<file path="src/rtl/alu_pkg.sv">
// Shared opcode map, funct7 constants and state/latency-class encodings
// for the ALU issue unit.
package alu_pkg;

  localparam logic [4:0] OP_ADD    = 5'b00000;
  localparam logic [4:0] OP_SUB    = 5'b00001;
  localparam logic [4:0] OP_MUL    = 5'b00010;
  localparam logic [4:0] OP_MULH   = 5'b00011;
  localparam logic [4:0] OP_MULHSU = 5'b00100;
  localparam logic [4:0] OP_MULHU  = 5'b00101;
  localparam logic [4:0] OP_DIV    = 5'b00110;
  localparam logic [4:0] OP_DIVU   = 5'b00111;
  localparam logic [4:0] OP_REM    = 5'b01000;
  localparam logic [4:0] OP_REMU   = 5'b01001;
  localparam logic [4:0] OP_AND    = 5'b01010;
  localparam logic [4:0] OP_OR     = 5'b01011;
  localparam logic [4:0] OP_XOR    = 5'b01100;
  localparam logic [4:0] OP_SLL    = 5'b01110;
  localparam logic [4:0] OP_SRL    = 5'b01111;
  localparam logic [4:0] OP_SRA    = 5'b10000;
  localparam logic [4:0] OP_SLT    = 5'b10001;
  localparam logic [4:0] OP_SLTU   = 5'b10010;

  localparam logic [6:0] F7_BASE   = 7'b0000000;
  localparam logic [6:0] F7_ALT    = 7'b0100000;
  localparam logic [6:0] F7_MULDIV = 7'b0000001;

  typedef enum logic [1:0] {ST_IDLE, ST_BUSY, ST_DONE} state_t;
  typedef enum logic [1:0] {LC_BASIC, LC_MUL, LC_DIV} lat_class_t;

endpackage

</file>
<file path="src/rtl/alu_op_decoder.sv">
// Combinational RV32IM OP/OP-IMM decode into the 5-bit ALU opcode, plus
// latency class and the divide corner-case flags.
module alu_op_decoder
  import alu_pkg::*;
(
  input  logic [2:0]  funct3,
  input  logic [6:0]  funct7,
  input  logic        is_imm,
  input  logic [31:0] rs1,
  input  logic [31:0] rs2,
  output logic [4:0]  opcode,
  output lat_class_t  lat_class,
  output logic        illegal,
  output logic        div_zero,
  output logic        overflow
);

  // Field decode; illegal encodings collapse to ADD/basic so nothing odd reaches the ALU
  always_comb begin
    opcode    = OP_ADD;
    lat_class = LC_BASIC;
    illegal   = 1'b0;
    if (is_imm) begin
      case (funct3)
        3'b000: opcode = OP_ADD;
        3'b010: opcode = OP_SLT;
        3'b011: opcode = OP_SLTU;
        3'b100: opcode = OP_XOR;
        3'b110: opcode = OP_OR;
        3'b111: opcode = OP_AND;
        3'b001: begin
          if (funct7 == F7_BASE) opcode = OP_SLL;
          else                   illegal = 1'b1;
        end
        default: begin // 3'b101
          if      (funct7 == F7_BASE) opcode = OP_SRL;
          else if (funct7 == F7_ALT)  opcode = OP_SRA;
          else                        illegal = 1'b1;
        end
      endcase
    end else begin
      case (funct7)
        F7_BASE: begin
          case (funct3)
            3'b000:  opcode = OP_ADD;
            3'b001:  opcode = OP_SLL;
            3'b010:  opcode = OP_SLT;
            3'b011:  opcode = OP_SLTU;
            3'b100:  opcode = OP_XOR;
            3'b101:  opcode = OP_SRL;
            3'b110:  opcode = OP_OR;
            default: opcode = OP_AND;
          endcase
        end
        F7_ALT: begin
          if      (funct3 == 3'b000) opcode = OP_SUB;
          else if (funct3 == 3'b101) opcode = OP_SRA;
          else                       illegal = 1'b1;
        end
        F7_MULDIV: begin
          // MUL..REMU are contiguous in funct3 order starting at OP_MUL
          opcode    = OP_MUL + {2'b00, funct3};
          lat_class = funct3[2] ? LC_DIV : LC_MUL;
        end
        default: illegal = 1'b1;
      endcase
    end
    if (illegal) begin
      opcode    = OP_ADD;
      lat_class = LC_BASIC;
    end
  end

  // Divide corner cases that bypass the ALU entirely
  always_comb begin
    div_zero = (lat_class == LC_DIV) && (rs2 == 32'h0);
    overflow = ((opcode == OP_DIV) || (opcode == OP_REM)) &&
               (rs1 == 32'h8000_0000) && (rs2 == 32'hFFFF_FFFF);
  end

endmodule

</file>
<file path="src/rtl/alu_issue_unit.sv">
// Issue unit in front of a multi-cycle ALU: decodes, holds operands for the
// op's latency, overrides divide corner cases and hands the result to
// writeback over valid/ready.
module alu_issue_unit
  import alu_pkg::*;
#(
  parameter int BASIC_LAT = 2,
  parameter int MUL_LAT   = 4,
  parameter int DIV_LAT   = 34
) (
  input  logic        clk,
  input  logic        rst,
  input  logic        in_valid,
  output logic        in_ready,
  input  logic [2:0]  in_funct3,
  input  logic [6:0]  in_funct7,
  input  logic        in_is_imm,
  input  logic [31:0] in_rs1,
  input  logic [31:0] in_rs2_imm,
  input  logic [4:0]  in_rd,
  input  logic        flush,
  output logic [31:0] alu_op1,
  output logic [31:0] alu_op2,
  output logic [4:0]  alu_opcode,
  input  logic [31:0] alu_answer,
  output logic        out_valid,
  input  logic        out_ready,
  output logic [31:0] out_result,
  output logic [4:0]  out_rd,
  output logic        out_illegal
);

  localparam int MAX_LAT = (BASIC_LAT > MUL_LAT) ?
                           ((BASIC_LAT > DIV_LAT) ? BASIC_LAT : DIV_LAT) :
                           ((MUL_LAT   > DIV_LAT) ? MUL_LAT   : DIV_LAT);
  localparam int CW = $clog2(MAX_LAT) + 1;

  state_t         state;
  logic [CW-1:0]  cnt;
  logic [CW-1:0]  lat;
  logic [4:0]     dec_opcode;
  lat_class_t     dec_class;
  logic           dec_illegal;
  logic           dec_div_zero;
  logic           dec_overflow;
  logic           fast;
  logic [31:0]    fast_result;

  alu_op_decoder u_dec (
    .funct3    (in_funct3),
    .funct7    (in_funct7),
    .is_imm    (in_is_imm),
    .rs1       (in_rs1),
    .rs2       (in_rs2_imm),
    .opcode    (dec_opcode),
    .lat_class (dec_class),
    .illegal   (dec_illegal),
    .div_zero  (dec_div_zero),
    .overflow  (dec_overflow)
  );

  // Accept only in IDLE and never while reset is held
  assign in_ready = (state == ST_IDLE) && !rst;

  // Class latency and the result forced for ops that skip the ALU
  always_comb begin
    case (dec_class)
      LC_MUL:  lat = CW'(MUL_LAT);
      LC_DIV:  lat = CW'(DIV_LAT);
      default: lat = CW'(BASIC_LAT);
    endcase
    fast        = dec_illegal || dec_div_zero || dec_overflow;
    fast_result = 32'h0;
    if (dec_div_zero)
      fast_result = ((dec_opcode == OP_DIV) || (dec_opcode == OP_DIVU)) ?
                    32'hFFFF_FFFF : in_rs1;
    else if (dec_overflow)
      fast_result = (dec_opcode == OP_DIV) ? 32'h8000_0000 : 32'h0;
  end

  // Issue FSM: accept, count down the ALU latency, then hold until handshake
  always_ff @(posedge clk) begin
    if (rst) begin
      state       <= ST_IDLE;
      cnt         <= '0;
      alu_op1     <= '0;
      alu_op2     <= '0;
      alu_opcode  <= OP_ADD;
      out_valid   <= 1'b0;
      out_result  <= '0;
      out_rd      <= '0;
      out_illegal <= 1'b0;
    end else if (flush) begin
      state     <= ST_IDLE;
      cnt       <= '0;
      out_valid <= 1'b0;
    end else begin
      case (state)
        ST_IDLE: begin
          if (in_valid) begin
            alu_op1     <= in_rs1;
            alu_op2     <= in_rs2_imm;
            alu_opcode  <= dec_opcode;
            out_rd      <= in_rd;
            out_illegal <= dec_illegal;
            if (fast) begin
              // Result is known now; out_valid follows one edge later in DONE
              state      <= ST_DONE;
              out_result <= fast_result;
              cnt        <= '0;
            end else begin
              state <= ST_BUSY;
              cnt   <= lat;
            end
          end
        end
        ST_BUSY: begin
          cnt <= cnt - CW'(1);
          if (cnt == CW'(1)) begin
            out_result <= alu_answer;
            out_valid  <= 1'b1;
            state      <= ST_DONE;
          end
        end
        default: begin
          if (!out_valid) begin
            out_valid <= 1'b1;
          end else if (out_ready) begin
            out_valid <= 1'b0;
            state     <= ST_IDLE;
          end
        end
      endcase
    end
  end

endmodule

</file>
<file path="config.mk">
export PLATFORM = sky130hd
export DESIGN_NAME = alu_issue_unit
export DESIGN_NICKNAME = d
export VERILOG_FILES = /design/src/rtl/alu_pkg.sv /design/src/rtl/alu_op_decoder.sv /design/src/rtl/alu_issue_unit.sv
export SDC_FILE = /design/constraint.sdc
export NUM_CORES = 1
export LEC_CHECK = 0
export CAP_MARGIN = 25
export CORE_MARGIN = 2
export CORE_UTILIZATION = 40
export DETAILED_ROUTE_END_ITERATION = 7
export DONT_BUFFER_PORTS = 1
export SLEW_MARGIN = 20
export SYNTH_ARGS = -nofsm -noshare
export SYNTH_HDL_FRONTEND = slang
export SYNTH_SLANG_ARGS = --single-unit
</file>
<file path="constraint.sdc">
create_clock -name clk -period 4 [get_ports clk]
set_input_delay 0.6 -clock clk [delete_from_list [all_inputs] [get_ports clk]]
set_output_delay 0.6 -clock clk [all_outputs]
set_load 0.02 [all_outputs]
</file>
# Yosys cells after proc, flatten, opt, wreduce, memory -nomap -nowiden
# Index checks and enable logic that the tools add are counted.
# W data, S select, Z words.
op_classes:
  addsub: 2
  n_eq_ne: 21
  muxes: 44
  bitwise_logic: 2
  n_reduce_logical: 24
op_table:
  columns: ["op", "count"]
  rows:
  - ["$mux W32", 7]
  - ["$pmux W5 S7", 2]
  - ["$eq A32 B32 Y1 const B", 2]
  - ["$pmux W32 S2", 1]
  - ["$logic_not A32 Y1", 1]
  - ["$mux W5", 6]
  - ["$mux W2", 9]
  - ["$pmux W5 S3", 1]
  - ["$eq A7 B1 Y1 const B", 2]
  - ["$mux W7", 2]
  - ["$pmux W7 S2", 1]
  - ["$eq A3 B3 Y1 const B", 4]
  - ["$pmux W6 S2", 1]
  - ["$eq A5 B3 Y1 const B", 2]
  - ["$mux W1", 9]
  - ["$eq A7 B6 Y1 const B", 1]
  - ["$logic_not A7 Y1", 1]
  - ["$sub A7 B1 Y7 const B", 1]
  - ["$eq A3 B2 Y1 const B", 2]
  - ["$ne A2 B2 Y1 const B", 3]
  - ["$pmux W1 S2", 3]
  - ["$reduce_bool A3 Y1", 2]
  - ["$reduce_or A6 Y1", 1]
  - ["$eq A5 B4 Y1 const B", 1]
  - ["18 further kinds", 28]
totals:
  regBits: 117
  input_bits: 117
  out_inout_bits: 109

# Depth between registers and ports, before layout
depth:
  word_depth: 15
  mapped_depth: 10

# Hierarchy
# From an unflattened synthesis, not the netlist that was laid out.
hier_totals:
  cells_unflattened: 634
  hier_area_um2: 5268.8
by_module_without_submodules:
  columns: ["mod", "n_inst", "cells_per_inst", "area_per_inst_um2", "seq_area_each_um2"]
  rows:
  - ["alu_issue_unit", 1, 550, 4715.8, 2342.2]
  - ["alu_op_decoder", 1, 84, 553.0, 0.0]

# Least setup slack after synthesis
# OpenSTA, ideal clock, no wires.
synth_path:
  kind: "in2reg"
  from: "input port in_funct7[6]"
  to: "register out_result[10]"
  setup_ns: 0.121
  arrival_time_ns: 2.802
  required_ns: 3.879
  slack_ns: 1.076
  stages: 9
  cell_sequence: "or3_4 -> or4_4 -> o22a_1 -> o211a_1 -> buf_6 -> o21a_1 -> o21ai_4 -> buf_6 -> mux2_4"
synth_between:
  elab_chain_cells: 15
synth_rtl:
  columns: ["element", "line", "text"]
  rows:
  - ["from (decl)", "alu_issue_unit.sv:16", "input logic [6:0] in_funct7,"]
  - ["$eq A7 B6 Y1", "alu_op_decoder.sv:37, alu_op_decoder.sv:42", null]
  - ["$mux W5 or $mux W1 (tied branches)", "alu_op_decoder.sv:37", "else if (funct7 == F7_ALT) opcode = OP_SRA;"]
  - ["$mux W5 or $mux W1 (tied branches)", "alu_op_decoder.sv:36", "if (funct7 == F7_BASE) opcode = OP_SRL;"]
  - ["$pmux W5 S7 or $pmux W1 S2 (tied branches)", "alu_op_decoder.sv:24", "case (funct3)"]
  - ["$mux W5 or $mux W1 (tied branches)", "alu_op_decoder.sv:23", "if (is_imm) begin"]
  - ["$mux W5", "alu_op_decoder.sv:68", "if (illegal) begin"]
  - ["$eq A5 B3 Y1 or $eq A5 B4 Y1 (tied branches)", "alu_op_decoder.sv:77, alu_issue_unit.sv:75", null]
  - ["$logic_or A1 B1 Y1", "alu_op_decoder.sv:77", "overflow = ((opcode == OP_DIV) || (opcode == OP_REM)) &&"]
  - ["$logic_and A1 B1 Y1", "alu_op_decoder.sv:77", null]
  - ["$logic_and A1 B1 Y1", "alu_op_decoder.sv:78", "(rs1 == 32'h8000_0000) && (rs2 == 32'hFFFF_FFFF);"]
  - ["$mux W32", "alu_issue_unit.sv:77", "else if (dec_overflow)"]
  - ["$mux W32", "alu_issue_unit.sv:74", "if (dec_div_zero)"]
  - ["$mux W32", "alu_issue_unit.sv:106", "if (fast) begin"]
  - ["$mux W32", "alu_issue_unit.sv:100", "if (in_valid) begin"]
  - ["$pmux W32 S2", "alu_issue_unit.sv:98", "case (state)"]
  - ["to (signal assigned)", "alu_issue_unit.sv:109", "out_result <= fast_result;"]
  - ["to (signal assigned)", "alu_issue_unit.sv:120", "out_result <= alu_answer;"]
  - ["to (decl)", "alu_issue_unit.sv:28", "output logic [31:0] out_result,"]
# Several ways; a longest one is shown, not always the timed one. The select of a mux whose other input is x is not followed.
# A chain may end at the register's enable or synchronous reset.

# Worst setup path in the final report
layout_path:
  from: "input port in_rs1[10]"
  to: "register out_result[4]"
layout_between:
  elab_chain_cells: 8
layout_rtl:
  columns: ["element", "line", "text"]
  rows:
  - ["from (decl)", "alu_issue_unit.sv:18", "input logic [31:0] in_rs1,"]
  - ["$eq A32 B32 Y1 *", "alu_op_decoder.sv:78", null]
  - ["$logic_and A1 B1 Y1 *", "alu_op_decoder.sv:77", null]
  - ["$logic_and A1 B1 Y1 *", "alu_op_decoder.sv:78", null]
  - ["$mux W32", "alu_issue_unit.sv:77", null]
  - ["$mux W32", "alu_issue_unit.sv:74", null]
  - ["$mux W32", "alu_issue_unit.sv:106", null]
  - ["$mux W32", "alu_issue_unit.sv:100", null]
  - ["$pmux W32 S2", "alu_issue_unit.sv:98", null]
# Every way passes the cells marked *; elsewhere a longest branch is shown, timed or not. The select of a mux whose other input is x is not followed.

==> impl_metrics.py <==
metrics = {
    "outcome": {
        "status": "finished, final reports clean",
    },
    "synth": {
        "netlist_area_um2": 5603,
        "ys_seq_area_share_pct": 41.80,
        "synth-edff-count": 0,
        "async_flop_share_pct": 0,
        "ys_warn_count": 0,
        "synthCells": 713,
        "avgSynthCellArea_um2": 7.858,
        "ys_ff_latch": 117,
        "synth_fp_nets": 833,
        "synthFlopType": "dfxtp_1",
        "yosysUniqueCellTypes": 47,
    },
    "timing": {
        "final-max-slew-violation-count": 0,
        "fin_crit_ns": 3.262,
        "rsz0062_at_grt": "false",
        "tns_ns": 0,
        "setup_viol": 0,
        "fmax_mhz": 306.6,
        "tightest_slew_ns": 0.9710,
        "finClkSkew_ns": 0.009903,
        "hold_ws_ns": 0.2492,
        "period_share_pct": 81.55,
        "hold_viol_final": 0,
        "max_slew_margin_pct": 35.27,
    },
    "worst_setup_path": {
        "endpoint_kind": "register",
        "r2r-end": "alu_op2[2]",
        "crit_path_start": "in_rs1[10]",
        "cp_max_fo": 21,
        "reg2reg_depth": 7,
        "required_ns": 4.30,
        "crit_type": "in -> reg",
        "r2r_setup_slack_ns": 1.15,
        "start_kind": "input port",
        "cp.arrival_ns": 3.56,
        "worstReg2RegStart": "state[1]",
    },
    "floorplan": {
        "core_area_um2": 13770,
        "die-area_um2": 14970,
        "start_util_pct": 40.68,
        "io_pins": 226,
        "chipWidth_um": 122.4,
        "dieHeight_um": 122.4,
        "rows": 43,
    },
    "hold_path": {
        "whs_path_depth": 1,
        "min_to": "alu_op1[17]",
        "min-delay-path-class": "in -> reg",
        "hp-start": "rst",
    },
    "cells_and_area": {
        "area_growth_pct": 12.80,
        "final_common_cell": "nand2_1",
        "utilization_pct": 45.88,
        "final_cell_mix": "159 x nand2_1, 117 x dfxtp_1, 81 x a21oi_1, 72 x nor3_1, 55 x nor2_1",
        "n_antenna_cell": 0,
        "final_layout_size_suffix_gt1_share_pct": 11.16,
        "nNetsFinal": 807,
        "fillers": 1367,
    },
    "global_routing": {
        "grt_use_total_pct": 22.65,
        "grt_max_degree": 113,
        "grt_pass1_vias": 4807,
        "antenna_found_initial": 0,
        "grt_pass1_wl_mm": 25.81,
        "grt_overflow_total": 0,
    },
    "clocking": {
        "cts_resized": 0,
        "cts.path.max_buffers": 2,
        "hold_buffers": 0,
        "cts_tree": "yes",
        "numCtsBuffers": 17,
        "insertion_delay_ns": 0.41,
        "clkSlewWorstSetupHoldPaths_ns": 0.05,
        "cts.sinks": 117,
        "post_cts_buffers": 0,
        "h-tree-depth": 4,
        "cts-root-buf": "clkbuf_16",
    },
    "place": {
        "hpwl_mm": 12.49,
        "numPortBuffers": 0,
        "globalplace.congestion": 0.8876,
    },
    "drt": {
        "num_vias": 5000,
        "drt_iter0_markers": 340,
        "avgViaCountPerCell": 5.688,
        "wl_per_cell_um": 19.88,
        "drt_pass1_iterations": 5,
        "drt_wl_total_mm": 17.48,
        "route.detailed.drc": 0,
        "postRouteAntennaNets": 0,
    },
    "pwr": {
        "leakagePower_nw": 2.329,
        "ir_drop_mv": 0.2699,
        "powerDensity_nw_per_um2": 500.9,
    },
    "job": {
        "maxCapViolCount": 0,
    },
}
layer usage:
metal	wire length (um)	vias to the layer above	global-route usage [%]
li1	-	2400	-
met1	6860	2339	25.88
met2	8378	243	37.36
met3	1964	18	9.480
met4	274	0	9.195
met5	0	-	0
cell type report:
| cell class | count | area, um2 | area share, % |
|---|---|---|---|
| timing repair buffer | 8 | 67.56 | 1.069 |
| multi-input combinational | 534 | 3012 | 47.65 |
| clock buffer | 22 | 464.2 | 7.345 |
| tap | 180 | 225.2 | 3.564 |
| clock inverter | 9 | 175.2 | 2.772 |
| sequential | 117 | 2342 | 37.06 |
| inverter | 9 | 33.78 | 0.5345 |
Yosys cell counts, drive strengths merged (2+ instances only):
| master | count | share of area, % |
|---|---|---|
| or4 | 7 | 1.0 |
| a21o | 2 | 0.27 |
| nor2 | 56 | 3.8 |
| nand2 | 159 | 11 |
| mux2i | 2 | 0.36 |
| o21a | 3 | 0.40 |
| nor4 | 18 | 2.0 |
| a21oi | 81 | 7.2 |
| buf | 12 | 1.4 |
| nand2b | 4 | 0.45 |
| mux2 | 30 | 7.9 |
| nor2b | 35 | 3.9 |
| o22a | 2 | 0.31 |
| nand4 | 7 | 0.78 |
| a211oi | 5 | 0.67 |
| or3 | 4 | 0.63 |
| a22oi | 2 | 0.27 |
| clkbuf | 41 | 2.7 |
| or2 | 2 | 0.22 |
| nand4b | 7 | 1.1 |
| nand3 | 6 | 0.54 |
| inv | 9 | 0.60 |
| dfxtp | 117 | 42 |
| nor4b | 2 | 0.31 |
| nor3 | 72 | 6.4 |
| o21ai | 9 | 1.0 |
| ha | 3 | 0.67 |
| o22ai | 2 | 0.22 |
| xor2 | 2 | 0.31 |
flip-flops by register name, summed over array words and instances, names as in the netlist:
| register | count |
|---|---|
| out_result | 32 |
| alu_op2 | 32 |
| alu_op1 | 32 |
| state | 2 |
| cnt | 7 |
| out_valid | 1 |
| alu_opcode | 5 |
| out_rd | 5 |
| out_illegal | 1 |
kinds of logic after synthesis:
| kind of cell | after synthesis | share of synthesized area [%] |
|---|---|---|
| xor gates and xnor gates | 3 | 0.4690 |
| and+or+nand+nor | 381 | 32.02 |
| buffers and inverters | 62 | 4.779 |
| adders and majority gates | 3 | 0.6700 |
| muxes | 32 | 8.263 |
| DFF | 117 | 41.80 |
| AOI/OAI and AO/OA | 115 | 11.99 |
through the flow:
stage               std cells  setup WS [ns]  cell area [um2]  power [mW]
global route              879         0.6519             6320       3.285
CTS                       878         0.7220             6305       3.204
global placement          847         0.3649             5665       1.527
detailed placement        847         0.3095             5665       1.535
finish                    879         0.7380             6320       3.165
floorplan                 713          1.076             5603       1.502
power by group:
| part | internal (mW) | leakage (nW) | switching, mW |
|---|---|---|---|
| clock network | 1.13 | 0.306 | 0.525 |
| registers | 1.21 | 0.952 | 0.0871 |
| logic | 0.0814 | 1.07 | 0.127 |
worst max path at each step:
| stage | endpoint | cells past startpoint |
|---|---|---|
| 3_5_place_dp | out_result[6] | 8 |
| 2_1_floorplan | out_result[10] | 9 |
| 3_3_place_gp | out_result[2] | 8 |
| 4_1_cts | out_result[17] | 8 |
| 5_1_grt | out_result[6] | 8 |
| 6_report | out_result[4] | 8 |
worst max-delay path: stages:
cell and delay, ns:
or4_1 0.55, nor4_1 0.46, nand4_1 0.23, a2111oi_1 0.57, o21a_1 0.29, o21ai_4 0.18, buf_4 0.32, mux2_4 0.34
(Power assumes the default switching activity.)
==> RTL edit 1: new RTL, same flow settings <==
The parameter `MUL_LAT` goes from 4 to 8.
--- a/src/rtl/alu_issue_unit.sv
+++ b/src/rtl/alu_issue_unit.sv
@@ -6,5 +6,5 @@
 #(
   parameter int BASIC_LAT = 2,
-  parameter int MUL_LAT   = 4,
+  parameter int MUL_LAT   = 8,
   parameter int DIV_LAT   = 34
 ) (
Function: same outputs for any inputs over 4 cycles, from zero or initial values and one cycle with rst high; that may be too few to reach the edited logic, so the function may still have changed.
==> RTL edit 1 against the unedited design <==
Sequential cell count unchanged. Final area down 4.0%. Cell count down 2.7%. Setup slack better by 660 ps. Total power down 7.5%. Area after synthesis down 1.7%. Count of clock-buffer cells in the layout up 4. Routed wire length up 5.1%.
==> RTL edit 1: results (changes against the unedited design) <==
CELLS AND AREA
----------------------------------------------------------------------------------
Fin cells                                                                      855   -2.7%
Total number of nets in the final design                                       788   -2.4%
Share of final-layout standard cells stronger than drive strength 1         0.0751   -0.0365

PLACEMENT
----------------------------------------------------------------------------------
Cell area after placement                                                5500 um^2   -2.8%
Global placement routability congestion                                      0.890   +0.25%
Dpl cells                                                                      825   -2.6%
Post-DP HPWL                                                              12700 um   +1.9%
Worst Setup Slack post-DPL                                                  656 ps   +347 ps

STATUS
----------------------------------------------------------------------------------
Outcome                                                               finished, final reports clean

HOLD PATH
----------------------------------------------------------------------------------
Hold path endpoint                                                    alu_op1[1]$_SDFFE_PP0P_
Hold Startpoint                                                                rst

PWR
----------------------------------------------------------------------------------
P_leak                                                                     2.01 nW   -14%
Switch share                                                                 0.244   +0.0110

GLOBAL ROUTE
----------------------------------------------------------------------------------
Global-route wire length before repair                                    27800 um   +7.9%
Pin count of the biggest net entering global routing                           111   -1.8%
Vias in the first global route                                                5022   +4.5%

YOSYS
----------------------------------------------------------------------------------
Mapped Cells                                                                   700   -1.8%
Seq/Total Area, Yosys                                                        0.425   +0.00712
Synthesized netlist net count                                                  820   -1.6%
Leading post-synthesis cells by instance count                        149 x sky130_fd_sc_hd__nand2_1, 117 x sky130_fd_sc_hd__dfxtp_1, 82 x sky130_fd_sc_hd__a21oi_1
Leading post-synthesis cells by cell area                             sky130_fd_sc_hd__dfxtp_1 43%, sky130_fd_sc_hd__nand2_1 10%, sky130_fd_sc_hd__a21oi_1 7.4%
Unique masters post-synth                                                       56   +19%

DRT
----------------------------------------------------------------------------------
Vias/cell                                                                     6.08   +6.9%
Initial DRC count                                                              500   +47%
Total wirelength of the detailed-routed design                            18400 um   +5.1%

SETUP PATH
----------------------------------------------------------------------------------
Crit path max fanout                                                            64   +200%
R2R cell count                                                                   6   -1
CP Data Arrival Time                                                       2870 ps   -690 ps
Worst flop-to-flop path endpoint                                      out_result[25]$_SDFFE_PP0P_

STA
----------------------------------------------------------------------------------
Fin Hold WS                                                                 258 ps   +8.46 ps
Clock skew                                                                 7.40 ps   -2.50 ps

-- RTL edit 1: cell types whose count changed after synthesis, sizes merged, moves of 6 or more --
| cell | change |
|---|---|
| clkbuf | +6 |
| nand2b | +34 |
| o2111ai | +31 |
| nand4 | +12 |
| mux2 | -30 |
| o21ai | +31 |
| nand2 | -10 |
| nor3 | -55 |
| nor2 | -29 |
| nor2b | -31 |
| or3 | +32 |
| nand4b | -6 |
-- RTL edit 1: power by group through the flow --
| stage | Sequential [mW] | Combinational [mW] | Clock [mW] |
|---|---|---|---|
| after floorplan | 1.30 | 0.182 | 0 |
| after global placement | 1.32 | 0.182 | 0 |
| after detailed placement | 1.32 | 0.189 | 0 |
| after CTS | 1.30 | 0.190 | 1.46 |
| after global routing | 1.30 | 0.215 | 1.52 |
| final | 1.29 | 0.190 | 1.44 |
-- RTL edit 1: critical path: stages --
cell                        delay, ps
sky130_fd_sc_hd__or3_4            390
sky130_fd_sc_hd__or3_2            480
sky130_fd_sc_hd__o21ai_0          470
sky130_fd_sc_hd__nor4_1           140
sky130_fd_sc_hd__a21bo_4          430
sky130_fd_sc_hd__o2111ai_1        200
sky130_fd_sc_hd__o21ai_0          130
-- RTL edit 1: kinds of logic (layout without fill, tap and decap cells) --
logic type                 Yosys count  in the layout  synth area share
and+or+nand+nor                    340            340             0.315
xor gates and xnor gates             4              4           0.00636
AOI/OAI and AO/OA                  175            175             0.193
buffers and inverters               61             40            0.0541
DFF                                117            117             0.425
adders and majority gates            3              3           0.00681
-- RTL edit 1: how the worst max path moves through the flow --
stage                       from                          end  slack (ps)  depth (start not counted)
global placement      in_rs1[22]  out_result[31]$_SDFFE_PP0P_         690                          7
finish              in_funct7[6]  out_result[25]$_SDFFE_PP0P_        1400                          7
floorplan             in_rs1[24]          cnt[5]$_SDFFE_PP0P_        1300                          7
CTS                   in_rs1[22]  out_result[25]$_SDFFE_PP0P_        1110                          7
detailed placement    in_rs1[22]  out_result[25]$_SDFFE_PP0P_         660                          7
global route          in_rs1[22]  out_result[23]$_SDFFE_PP0P_        1190                          7
-- RTL edit 1: area by class of cell --
cell class / count / area, um^2 / area share
multi-input combinational: 522 / 2890 / 0.476
inverter: 4 / 15.0 / 0.00248
clock buffer: 26 / 509 / 0.0840
clock inverter: 4 / 45.0 / 0.00743
timing repair buffer: 6 / 45.0 / 0.00743
tap: 176 / 220 / 0.0363
sequential: 117 / 2340 / 0.386
-- RTL edit 1: metal layers --
layer  routed length, um  GRT usage
met1                7200      0.291
met2                8860      0.399
met3                1810     0.0851
met4                 484      0.103
met5                   0          0
==> RTL edit 2: new RTL, config.mk and constraints unchanged <==
Made on the original files. The 3 states of `state_t` get a one-hot encoding in 3 bits.
--- a/src/rtl/alu_pkg.sv
+++ b/src/rtl/alu_pkg.sv
@@ -26,5 +26,5 @@
   localparam logic [6:0] F7_MULDIV = 7'b0000001;
 
-  typedef enum logic [1:0] {ST_IDLE, ST_BUSY, ST_DONE} state_t;
+  typedef enum logic [2:0] {ST_IDLE = 3'b001, ST_BUSY = 3'b010, ST_DONE = 3'b100} state_t;
   typedef enum logic [1:0] {LC_BASIC, LC_MUL, LC_DIV} lat_class_t;
 
Behaviour: same outputs for any inputs over 4 cycles, from zero or initial values and one cycle with rst high; so few cycles prove little.
==> RTL edit 2 against the unedited design <==
First-iteration DRC count down 9.1%. Sequential power about the same. Via count is 1.0% higher. Area after synthesis shrank 0.40%. Total power is 2.0% lower. Global-route usage up 0.12 points. Non-clock buffer count is 2 higher. Register-to-register slack worse by 50 ps. Setup slack better by 150 ps. Sequential share of layout area up 0.33 points. Worst hold slack better by 11 ps. Sequential cell count increased by 1. Routed wire length shrank 1.4%. Final area hardly changed. Critical path type unchanged. Largest cell class unchanged. Largest power group unchanged.
==> RTL edit 2: results (changes against the unedited design) <==
YOSYS
--------------------------------------------------------------------------------
Share of the synthesized netlist area taken by xor and xnor gates        0.00314   -0.00155
Leading post-synthesis cells by cell area                           sky130_fd_sc_hd__dfxtp_1 42%, sky130_fd_sc_hd__nand2_1 11%, sky130_fd_sc_hd__a21oi_1 7.6%
Multiplexer area fraction after synthesis                                 0.0583   -0.0243
Leading post-synthesis cells by instance count                      166 x sky130_fd_sc_hd__nand2_1, 118 x sky130_fd_sc_hd__dfxtp_1, 85 x sky130_fd_sc_hd__a21oi_1

PWR
--------------------------------------------------------------------------------
Design internal power                                                    2.36 mW   -2.6%
P_leak                                                                   2.21 nW   -4.9%
Total power consumption of the routed design                             3.10 mW   -2.0%

SETUP PATH
--------------------------------------------------------------------------------
Slowest-stage cell, CP                                              sky130_fd_sc_hd__o21ba_2
Reg2Reg Setup Slack                                                      1100 ps   -50 ps
Crit path max fanout                                                          23   +9.5%
Maximum single-stage delay on the critical path                           460 ps   -110 ps

DRT
--------------------------------------------------------------------------------
Initial DRC count                                                            309   -9.1%
Met3 layer wire length in the routed design                              1950 um   -0.66%
Vias/cell                                                                   5.92   +4.0%
Routed length on met1                                                    6720 um   -2.1%

GLOBAL ROUTE
--------------------------------------------------------------------------------
Pin count of the biggest net entering global routing                         112   -0.88%
Met1 track utilization from global routing                                 0.261   +0.00234
Global-route met2 utilization                                              0.374   +0.000691

CELLS AND AREA
--------------------------------------------------------------------------------
Utilization of the core after routing                                      0.459   about the same
Total number of nets in the final design                                     783   -3.0%

STA
--------------------------------------------------------------------------------
Fin Hold WS                                                               260 ps   +10.8 ps
Final WS setup                                                            892 ps   +154 ps

STATUS
--------------------------------------------------------------------------------
Outcome                                                             finished, final reports clean

PLACEMENT
--------------------------------------------------------------------------------
Dpl cells                                                                    822   -3.0%
Post-DP HPWL                                                            12300 um   -1.8%

[RTL edit 2: cell count changes in the layout (fill, tap and decap cells not counted), moves of 7 or more]
| cell | unedited run | this run |
|---|---|---|
| sky130_fd_sc_hd__nor2_1 | 55 | 21 |
| sky130_fd_sc_hd__mux2_4 | 28 | 1 |
| sky130_fd_sc_hd__nor2b_1 | 34 | 3 |
| sky130_fd_sc_hd__o221ai_1 | 0 | 31 |
| sky130_fd_sc_hd__nor3_1 | 72 | 6 |
| sky130_fd_sc_hd__mux2i_1 | 2 | 31 |
| sky130_fd_sc_hd__nand2_1 | 159 | 166 |
| sky130_fd_sc_hd__nand2b_1 | 3 | 35 |
[RTL edit 2: cell type report]
class,instances,area share
Multi-Input combinational cell,507,0.470
Sequential cell,118,0.374
Clock buffer,23,0.0788
Tap cell,180,0.0357
Clock inverter,9,0.0218
Timing Repair Buffer,10,0.0158
Inverter,7,0.00416
